[config.mk]
export PLATFORM = sky130hd
export DESIGN_NAME = conv3d_ctrl
export DESIGN_NICKNAME = d
export VERILOG_FILES = /design/src/rtl/conv3d_ctrl.sv
export SDC_FILE = /design/constraint.sdc
export NUM_CORES = 2
export LEC_CHECK = 0
export ABC_AREA = 1
export CAP_MARGIN = 10
export CORE_ASPECT_RATIO = 0.9
export CORE_MARGIN = 1
export CORE_UTILIZATION = 55
export DETAILED_ROUTE_END_ITERATION = 16
export HOLD_SLACK_MARGIN = 0.02
export PLACE_DENSITY = 0.72
export SLEW_MARGIN = 15
export SYNTH_ARGS = -nofsm -noshare
export SYNTH_HDL_FRONTEND = slang
export SYNTH_SLANG_ARGS = --single-unit
[constraint.sdc]
create_clock -name clk -period 8.75 [get_ports clk]
set_clock_uncertainty 0.1 [all_clocks]
set_input_delay 1.3125 -clock clk [delete_from_list [all_inputs] [get_ports clk]]
set_output_delay 1.3125 -clock clk [all_outputs]
set_load 0.01 [all_outputs]
[src/rtl/conv3d_ctrl.sv]
// Output-stationary 3D-convolution sequencer and MAC engine: walks f,i,j,d,m,n,
// issues one IFM/weight read per cycle and streams finished pixels over valid/ready.
module conv3d_ctrl #(
    parameter int WT_DIM = 5,
    parameter int DWIDTH = 32,
    parameter int AWIDTH = 16
) (
    input  logic                     clk,
    input  logic                     rst,
    input  logic                     start,
    input  logic [7:0]               cfg_ifm_dim,
    input  logic [7:0]               cfg_ifm_depth,
    input  logic [7:0]               cfg_ofm_depth,
    output logic                     idle,
    output logic                     done,
    output logic                     rd_en,
    output logic [AWIDTH-1:0]        ifm_addr,
    output logic [AWIDTH-1:0]        wt_addr,
    input  logic signed [DWIDTH-1:0] ifm_rdata,
    input  logic signed [DWIDTH-1:0] wt_rdata,
    output logic                     ofm_valid,
    input  logic                     ofm_ready,
    output logic [AWIDTH-1:0]        ofm_addr,
    output logic signed [DWIDTH-1:0] ofm_data
);
    typedef enum logic [1:0] {S_IDLE, S_RUN, S_DRAIN, S_DONE} state_e;

    localparam logic [7:0]  K_LAST = 8'(WT_DIM - 1);
    localparam logic [31:0] KK     = 32'(WT_DIM * WT_DIM);

    state_e state_q, state_d;

    logic [7:0]  dim_q, ifd_q, ofd_q, od_q, od_in;
    logic [31:0] dd_q, odod_q, ifdkk_q;

    logic [7:0] f_q, i_q, j_q, d_q, m_q, n_q;
    logic [7:0] f_d, i_d, j_d, d_d, m_d, n_d;

    logic                     vld_p1_q, first_p1_q, last_p1_q;
    logic [AWIDTH-1:0]        addr_p1_q;
    logic signed [DWIDTH-1:0] acc_q, acc_next;

    logic                     ofm_valid_q;
    logic [AWIDTH-1:0]        ofm_addr_q;
    logic signed [DWIDTH-1:0] ofm_data_q;

    logic stall, cfg_load, degenerate;
    logic last_n, last_m, last_d, last_j, last_i, last_f, final_term;
    logic first_term, pixel_last;
    logic [AWIDTH-1:0] ifm_addr_s, wt_addr_s, ofm_addr_s;

    // Product and sum both wrap to DWIDTH bits; the low half of a product is sign-agnostic.
    function automatic logic signed [DWIDTH-1:0] mac_wrap(
        input logic signed [DWIDTH-1:0] base,
        input logic signed [DWIDTH-1:0] a,
        input logic signed [DWIDTH-1:0] b
    );
        return base + a * b;
    endfunction

    assign stall      = ofm_valid_q && !ofm_ready;
    assign rd_en      = (state_q == S_RUN) && !stall;
    assign idle       = (state_q == S_IDLE);
    assign done       = (state_q == S_DONE);
    assign cfg_load   = (state_q == S_IDLE) && start;
    assign degenerate = (cfg_ifm_dim < 8'(WT_DIM)) || (cfg_ifm_depth == 8'd0) ||
                        (cfg_ofm_depth == 8'd0);
    assign od_in      = cfg_ifm_dim - K_LAST;

    assign last_n     = (n_q == K_LAST);
    assign last_m     = (m_q == K_LAST);
    assign last_d     = (d_q == ifd_q - 8'd1);
    assign last_j     = (j_q == od_q - 8'd1);
    assign last_i     = (i_q == od_q - 8'd1);
    assign last_f     = (f_q == ofd_q - 8'd1);
    assign pixel_last = last_n && last_m && last_d;
    assign final_term = pixel_last && last_j && last_i && last_f;
    assign first_term = (n_q == 8'd0) && (m_q == 8'd0) && (d_q == 8'd0);

    // Stage 0: addresses straight from the loop counters
    assign ifm_addr_s = AWIDTH'(32'(d_q) * dd_q + (32'(i_q) + 32'(m_q)) * 32'(dim_q)
                                + 32'(j_q) + 32'(n_q));
    assign wt_addr_s  = AWIDTH'(32'(f_q) * ifdkk_q + 32'(d_q) * KK
                                + 32'(m_q) * 32'(WT_DIM) + 32'(n_q));
    assign ofm_addr_s = AWIDTH'(32'(f_q) * odod_q + 32'(i_q) * 32'(od_q) + 32'(j_q));
    assign ifm_addr   = rd_en ? ifm_addr_s : '0;
    assign wt_addr    = rd_en ? wt_addr_s : '0;

    always_ff @(posedge clk) begin
        if (cfg_load) begin
            dim_q   <= cfg_ifm_dim;
            ifd_q   <= cfg_ifm_depth;
            ofd_q   <= cfg_ofm_depth;
            od_q    <= od_in;
            dd_q    <= 32'(cfg_ifm_dim) * 32'(cfg_ifm_dim);
            odod_q  <= 32'(od_in) * 32'(od_in);
            ifdkk_q <= 32'(cfg_ifm_depth) * KK;
        end
    end

    always_comb begin
        state_d = state_q;
        f_d = f_q; i_d = i_q; j_d = j_q;
        d_d = d_q; m_d = m_q; n_d = n_q;
        unique case (state_q)
            S_IDLE: begin
                if (start) begin
                    f_d = '0; i_d = '0; j_d = '0;
                    d_d = '0; m_d = '0; n_d = '0;
                    state_d = degenerate ? S_DONE : S_RUN;
                end
            end
            S_RUN: begin
                if (rd_en) begin
                    if (final_term) state_d = S_DRAIN;
                    n_d = n_q + 8'd1;
                    if (last_n) begin
                        n_d = '0;
                        m_d = m_q + 8'd1;
                        if (last_m) begin
                            m_d = '0;
                            d_d = d_q + 8'd1;
                            if (last_d) begin
                                d_d = '0;
                                j_d = j_q + 8'd1;
                                if (last_j) begin
                                    j_d = '0;
                                    i_d = i_q + 8'd1;
                                    if (last_i) begin
                                        i_d = '0;
                                        f_d = f_q + 8'd1;
                                    end
                                end
                            end
                        end
                    end
                end
            end
            // The final term must have left stage 1 before the accepted pixel is the last one.
            S_DRAIN: begin
                if (ofm_valid_q && ofm_ready && !vld_p1_q) state_d = S_DONE;
            end
            S_DONE:  state_d = S_IDLE;
            default: state_d = S_IDLE;
        endcase
    end

    always_ff @(posedge clk) begin
        if (rst) begin
            state_q <= S_IDLE;
            f_q <= '0; i_q <= '0; j_q <= '0;
            d_q <= '0; m_q <= '0; n_q <= '0;
        end else begin
            state_q <= state_d;
            f_q <= f_d; i_q <= i_d; j_q <= j_d;
            d_q <= d_d; m_q <= m_d; n_q <= n_d;
        end
    end

    // Stage 1: tags travel with the read; rdata arrives this cycle (or is held by the buffers)
    assign acc_next = mac_wrap(first_p1_q ? '0 : acc_q, ifm_rdata, wt_rdata);

    always_ff @(posedge clk) begin
        if (rst) begin
            vld_p1_q   <= 1'b0;
            first_p1_q <= 1'b0;
            last_p1_q  <= 1'b0;
            addr_p1_q  <= '0;
            acc_q      <= '0;
        end else if (!stall) begin
            vld_p1_q   <= rd_en;
            first_p1_q <= first_term;
            last_p1_q  <= pixel_last;
            addr_p1_q  <= ofm_addr_s;
            if (vld_p1_q) acc_q <= acc_next;
        end
    end

    // Output register: a new pixel may replace an accepted one in the same cycle
    always_ff @(posedge clk) begin
        if (rst) begin
            ofm_valid_q <= 1'b0;
            ofm_addr_q  <= '0;
            ofm_data_q  <= '0;
        end else if (!stall) begin
            if (vld_p1_q && last_p1_q) begin
                ofm_valid_q <= 1'b1;
                ofm_addr_q  <= addr_p1_q;
                ofm_data_q  <= acc_next;
            end else if (ofm_valid_q && ofm_ready) begin
                ofm_valid_q <= 1'b0;
            end
        end
    end

    assign ofm_valid = ofm_valid_q;
    assign ofm_addr  = ofm_addr_q;
    assign ofm_data  = ofm_data_q;

endmodule

==> impl_metrics.json <==
{
  "worstHoldPathType": "flip-flop to flip-flop",
  "routed_via_density": 5.104,
  "tightest_slew_ns": 0.9662,
  "syn_to_final_growth_pct": 9.169,
  "maxCapViolCount": 0,
  "synth-seq-area-share": 0.1058,
  "grt_max_degree": 68,
  "nNetsFinal": 7667,
  "reg2reg_from": "first_p1_q",
  "required_ns": 7.34,
  "hpwlAfterDp_um": 102200,
  "r2r_slack_ns": 1.24,
  "period_share": 0.9736,
  "path_clk_slew_ns": 0.07,
  "grt_overflow": 0,
  "rows": 101,
  "die-area_sq_mm": 0.08740,
  "via_count": 37820,
  "io_buffers": 175,
  "cts_made_buffers": 25,
  "synth.avg_cell_area_sq_um": 7.694,
  "cp.arrival_ns": 7.11,
  "setup_slack_ns": 0.2307,
  "synthesis.area_sq_mm": 0.04742,
  "rsz0062_at_grt": "yes",
  "clk_path_buf_depth": 3,
  "synthTopCellsByArea": "fa_1, inv_1, ha_1",
  "fin_crit_ns": 8.519,
  "wl_per_cell_um": 16.34,
  "firstDrtPassIters": 5,
  "dp.cells": 7362,
  "die_w_um": 311.5,
  "core_area_sq_mm": 0.08492,
  "synth_top_area_cell": "fa_1",
  "initial_core_util": 0.5584,
  "min_from": "acc_q[5]",
  "setup_viol": 0,
  "synthFlopType": "dfxtp_1",
  "fin_util": 0.6096,
  "ys_ff_latch": 217,
  "worst-path-max-fanout": 5,
  "yosysTopAreaCellShare": 0.3580,
  "reg2reg_depth": 26,
  "startpoint_type": "flip-flop",
  "cts_tree": "built",
  "yosys.cell_types.count": 59,
  "synth_edf_count": 67,
  "layout-drive-gt1-share": 0.03841,
  "grtUsageTotal": 0.2860,
  "htree_levels": 1,
  "hold_path_end": "acc_q[5]",
  "drtAntennaViolNets": 0,
  "grt_pass1_vias": 38600,
  "reg2reg_to": "ofm_data[28]",
  "synthArstFlopShare": 0,
  "hold_buffers": 0,
  "gp_congestion": 0.9422,
  "postRouteWirelength_um": 121100,
  "max_freq_ghz": 0.1174,
  "final_common_cell": "inv_1",
  "cts.sinks": 217,
  "synth-warning-count": 0,
  "slew_violations": 0,
  "run_status": "completed",
  "dp_slack_ns": 0.006009,
  "drtIter0Drc": 3050,
  "die_h_um": 280.6,
  "io_pins": 176,
  "hold_violations": 0,
  "clock_latency_ns": 0.56,
  "stdcell_count": 7411,
  "grt_pass1_wl_um": 199500,
  "synthCells": 6163,
  "critPathCaptureType": "primary output",
  "path_class": "flip-flop to primary output",
  "cts_root_buf": "clkbuf_16",
  "hold_depth": 2,
  "final_cell_mix": "inv_1, nand2_1, fa_1",
  "antenna_found_initial": 5,
  "relSlewSlack": 0.3552,
  "drc": 0
}
[cells in the mapped netlist, types with 3 or more instances]
cell	count
fa_1	848
nand2_1	1354
nand3b_1	12
nor4_1	3
o221ai_1	6
o21ai_0	139
edfxtp_1	67
clkbuf_1	168
nand3_1	123
or2_2	11
xnor2_1	58
a21oi_1	165
a211oi_1	9
a21o_1	9
o21a_1	4
ha_1	470
dfxtp_1	150
a21boi_0	3
o21bai_1	16
buf_6	5
buf_2	16
o31ai_1	3
nand3_2	4
inv_2	8
nor3b_1	7
clkbuf_2	9
o211ai_1	22
buf_1	31
clkinv_1	5
o22ai_1	4
nor2_2	3
inv_1	1894
nand2_2	4
o2111ai_1	5
nand4_1	27
nor2_1	324
xor2_1	116
nor3_1	34
[final cells by class]
cell class / instances / area, sq um
diodes: 3 / 7.507
clock buffers: 31 / 690.7
clock inverters: 14 / 136.4
fillers: 7631 / 33150
inverters: 1909 / 7169
multi-input cells: 3808 / 34480
flip-flops and latches: 217 / 5015
well taps: 1133 / 1418
repair buffers: 296 / 2848
[per-stage QoR]
| step | hold slack, ns | TNS (ns) | area, sq um |
|---|---|---|---|
| 3_5_place_dp | 0.3492 | 0 | 50760 |
| 6_report | 0.3587 | 0 | 51770 |
| 2_1_floorplan | 0.3304 | 0 | 47430 |
| 4_1_cts | 0.3593 | -0.02508 | 51610 |
| 3_3_place_gp | 0.3444 | 0 | 50760 |
| 5_1_grt | 0.3781 | -0.3474 | 51760 |
[worst max-delay path, stage by stage (launching register included)]
cell and delay, ns:
dfxtp_1 0.36, ha_1 0.17, inv_1 0.07, fa_1 0.43, o21ai_2 0.17, buf_4 0.14
xor2_2 0.30, buf_4 0.19, nor2_1 0.05, fa_1 0.53, fa_1 0.53, fa_1 0.56
fa_2 0.45, fa_1 0.49, inv_1 0.05, fa_1 0.47, inv_1 0.06, ha_4 0.28
nand2_2 0.08, nor3_4 0.23, nand2_1 0.09, o2111ai_2 0.12, nand3_2 0.11, o211ai_1 0.22
nand3_1 0.10, a21oi_1 0.14, buf_2 0.17
[how the worst max path moves through the flow]
stage | startpoint | end | slack (ns) | cells after the start
2_1_floorplan | m_q[2] | ifm_addr[15] | 0.98 | 32
3_3_place_gp | wt_rdata[8] | ofm_data[30] | 0.12 | 25
3_5_place_dp | wt_rdata[3] | ofm_data[30] | 0.006 | 25
4_1_cts | i_q[2] | ifm_addr[15] | -0.03 | 33
5_1_grt | i_q[1] | ifm_addr[15] | -0.16 | 33
6_report | i_q[0] | ifm_addr[15] | 0.23 | 26
[sequential cells by signal (all words and copies together), names as in the netlist, 8 cells and up]
register and count:
ifd_q 8, f_q 8, acc_q 32, ofm_data 32, dim_q 8, ofm_addr 16
n_q 8, d_q 8, j_q 8, ofd_q 8, m_q 8, dd_q 13
i_q 8, odod_q 14, addr_p1_q 16, ifdkk_q 10
[per-layer routing]
layer  track usage  share of wire
met5             0        0.00014
met4       0.05899          0.020
met2        0.4325           0.43
met1        0.4233           0.45
met3       0.05824          0.096
[timing repair]
action                                  CTS  global route
setup buffers                             0             1
pin swaps                                 2            18
resized for setup                        15            33
endpoints found under the setup margin    8             8
[cells by family after synthesis]
logic type	count (synthesis)	synth area share
XOR/XNOR	175	0.03248
AND/OR/NAND/NOR	1914	0.1610
buffers and inverters	2140	0.1711
other	2	0.0001584
adder cells (fa/ha/maj)	1318	0.4820
flip-flops	217	0.1058
AO/OA/AOI/OAI	397	0.04749
Power is not shown: default switching activity piles up to over one toggle a cycle in this logic, so the estimate is an artifact.
